### src/rtl/register.sv
// Clock-enabled storage register with synchronous reset to a parameterised value.
// Building block for pipeline registers, the PC and general-purpose storage.
module register #(
  parameter int                    ELEM_WIDTH  = 32,
  parameter logic [ELEM_WIDTH-1:0] RESET_VALUE = '0
) (
  input  logic                  clk_i,
  input  logic                  rst_i,
  input  logic                  en_i,
  input  logic [ELEM_WIDTH-1:0] d_i,
  output logic [ELEM_WIDTH-1:0] q_o
);

  if (ELEM_WIDTH < 1) begin : g_bad_width
    $fatal(1, "register: ELEM_WIDTH must be >= 1");
  end

  // Reset wins over enable, so a write pending at the reset edge is dropped.
  always_ff @(posedge clk_i) begin
    if (rst_i) begin
      q_o <= RESET_VALUE;
    end else if (en_i) begin
      q_o <= d_i;
    end
  end

endmodule

### config.mk
export PLATFORM = sky130hd
export DESIGN_NAME = register
export DESIGN_NICKNAME = d
export VERILOG_FILES = /design/src/rtl/register.sv
export SDC_FILE = /design/constraint.sdc
export NUM_CORES = 1
export LEC_CHECK = 0
export BUFFER_PORTS_ARGS = -buffer_cell sky130_fd_sc_hd__clkbuf_2
export CORE_MARGIN = 4
export CORE_UTILIZATION = 40
export DETAILED_ROUTE_END_ITERATION = 12
export MAX_ROUTING_LAYER = met4
export PLACE_DENSITY = 0.71
export SLEW_MARGIN = 0
export SYNTH_ARGS = -nofsm -noshare
export SYNTH_HDL_FRONTEND = slang
export SYNTH_SLANG_ARGS = --single-unit
### constraint.sdc
create_clock -name clk_i -period 1 [get_ports clk_i]
set_input_delay 0 -clock clk_i [delete_from_list [all_inputs] [get_ports clk_i]]
set_output_delay 0 -clock clk_i [all_outputs]
set_load 0.005 [all_outputs]
==> impl_summary.txt <==
----------------------------------------------------
[Status]
  Outcome ... completed

[Logic synthesis]
  Number of instances in the synthesized netlist ... 103
  Register area share after synthesis ... 55.1%
  Cell taking the most area after synthesis ... dfxtp_1
  Post-Synthesis Mean Instance Area ... 11.3 sq um
  Total of warnings raised by yosys ... 0
  Net count after synthesis ... 138
  Most area-consuming cells after synthesis ... dfxtp_1, mux2i_1, nor2_1
  Number of flip-flops and latches in the synthesized netlist ... 32
  Count of distinct cell types in the synthesized netlist ... 6
  Post-synth design cell area ... 1160 sq um
  Post-synth top area share ... 55.1%

[STA]
  Max Transition Viols Final ... 0
  Worst clock skew on the final layout ... 0 ns
  Setup violators final ... 0
  Fin Setup TNS ... 0 ns
  Unrepaired setup endpoints after global routing ... false
  Relative slew slack ... 79.0%
  Min setup slack post-route ... 0.191 ns
  Actual transition at the worst max-transition pin ... 0.315 ns
  Post-route fraction of the period consumed by the critical path ... 80.9%
  Achievable clock frequency ... 1240 MHz
  Hold Fails Final Rpt ... 0
  Hold slack ... 0.131 ns
  Shortest period the worst path allows ... 0.809 ns

[Floorplanning]
  Starting Density ... 42.2%
  Die extent in x ... 61.9 microns
  Full die area ... 3840 sq um
  Row Count ... 19
  Die Ht ... 61.9 microns
  Boundary pin count ... 67
  Area of the core region ... 2760 sq um

[Clock tree]
  Number of sinks handled by clock tree synthesis ... 32
  Source-to-sink clock delay at the later pin of the worst-skew pair ... 0.32 ns
  Buffer count from post-CTS setup fixing ... 0
  CTS clock-pin slew for the worst setup and hold paths ... 0.09 ns
  H-tree levels ... 2
  Clock buffer depth ... 2
  Cts repair resizes ... 0
  Cts bufs inserted ... 5
  TritonCTS clock tree ... yes
  Root buffer cell ... clkbuf_4
  Number of hold buffers added after CTS ... 32

[Pwr]
  Total power density per cell area ... 1340 nW/um^2
  Static leakage power ... 0.972 nW
  IR drop worst, VDD ... 1.11 mV

[Min path]
  End of the worst hold path ... q_o[27]
  Instance count along the most critical hold path ... 3
  Worst Hold Launch ... rst_i
  Min-Delay Path Class ... in2reg

[Placement]
  DP Area ... 1480 sq um
  Post-Place Setup Slack ... 0.236 ns
  Final GP Congestion ... 0.677
  Quantity of I/O buffers inserted on ports ... 66
  Half-perimeter wire length after detailed placement ... 1.77 mm

[Drt]
  Count of unresolved DRC violations after routing ... 0
  TritonRoute pass-1 iters ... 3
  1st-iter DRT viols ... 29
  Post-DR vias/cell ... 4.55
  Antenna-violating nets left ... 0
  Routed wire length ... 2.96 mm
  Via count ... 1064
  DR WL/cell ... 12.6 microns

[Worst setup path]
  Kind of cell with the highest combined delay on the critical path ... flip-flops
  Ordered list of cells on the worst path ... clkbuf_2
  Worst R2R Start ... q_o[30]
  Slowest-stage cell, CP ... dfxtp_1
  Number of buffers and inverters on the critical path ... 1
  Element type at the critical path end ... primary output
  Req. time, crit path ... 1.00 ns
  Type of the worst setup path ... reg2out
  Critical-path maximum fanout ... 2
  Count of cells along the worst register-to-register path ... 2
  Crit path DAT ... 0.81 ns
  Worst reg2reg setup slack ... 0.37 ns
  Largest stage delay on the critical path ... 0.36 ns
  Element type at the critical path start ... flop
  End of the worst register-to-register path ... q_o[30]

[Global route]
  Number of global-route vias before repair ... 1068
  Grt total ovfl ... 0
  Antenna violations before repair ... 0
  Largest net degree at the start of global routing ... 33
  Total routing resource utilization after global routing ... 17.4%
  Global-route wire length before repair ... 4.59 mm

[Cells and area]
  Multi-input logic area ... 440 sq um
  Antenna diode count ... 0
  Area growth, synth to finish ... 58.5%
  Commonest non-fill, non-tap cells in the layout ... clkbuf_2, mux2i_1, nor2_1, dlygate4sd3_1, dfxtp_1
  Final instance area ... 1840 sq um
  Largest register by flop count ... q_o
  Layout cells sized above 1 ... 36.5%
  Number of flip-flops in the largest register ... 32
  Number of nets in the finished design ... 238
  Top flop regs ... q_o: 32 flops
  Fill cells ... 229
  Most common library cell in the layout ignoring fill and taps ... clkbuf_2
  Register cell area after layout ... 641 sq um

[Flow run]
  Max Cap Violations ... 0

----------------------------------------------------
## final cells by class
| type | instances | share of cell area (%) |
|---|---|---|
| Timing Repair Buffer | 100 | 36.8 |
| Sequential cell | 32 | 34.7 |
| Multi-Input combinational cell | 64 | 23.9 |
| Clock buffer | 6 | 2.24 |
| Tap cell | 31 | 2.10 |
| Clock inverter | 1 | 0.271 |
## cells in the mapped netlist
master     n
buf_12     3
nor2_1    32
clkbuf_1   3
mux2i_1   32
dfxtp_1   32
buf_6      1
## metrics by stage
stage               util (%)  instances  power, mW
finish                  66.9        234       2.47
floorplan                  -        103       1.60
detailed placement      53.6        195       1.75
global placement        53.6        195       1.73
CTS                     66.9        234       2.50
global route            66.9        234       2.60
## worst max path at each step
| stage | startpoint | end | cells past startpoint |
|---|---|---|---|
| after floorplan | en_i | q_o[0] | 4 |
| after global placement | en_i | q_o[12] | 4 |
| after detailed placement | en_i | q_o[30] | 4 |
| after CTS | q_o[29] | q_o[29] | 1 |
| after global routing | q_o[6] | q_o[6] | 1 |
| final | q_o[6] | q_o[6] | 1 |
## power breakdown
part | switching [mW] | internal, mW
logic | 0.167 | 0.259
clock network | 0.393 | 0.258
registers | 0.0395 | 1.35
total | 0.600 | 1.87
## layer usage
layer  vias to the layer above  share of wire (%)  track usage (%)
met2                        43                 53             30.0
met1                       480                 38             16.7
met4                         0                3.0             9.09
met3                         8                5.9             6.61
met5                         -                  0                -
li1                        533                  -                -
## kinds of logic after synthesis
logic type	count (synthesis)	synth area share, %
buf+inv	7	7.10
flops	32	55.1
mux	32	27.5
simple gates	32	10.3
## worst reg2reg max path, delay by kind of cell (launching register included)
kind             cells  cell delay (ns)
flip-flops           1             0.32
multiplexers         1             0.14
AND/OR/NAND/NOR      1             0.06
(Power assumes the default switching activity.)
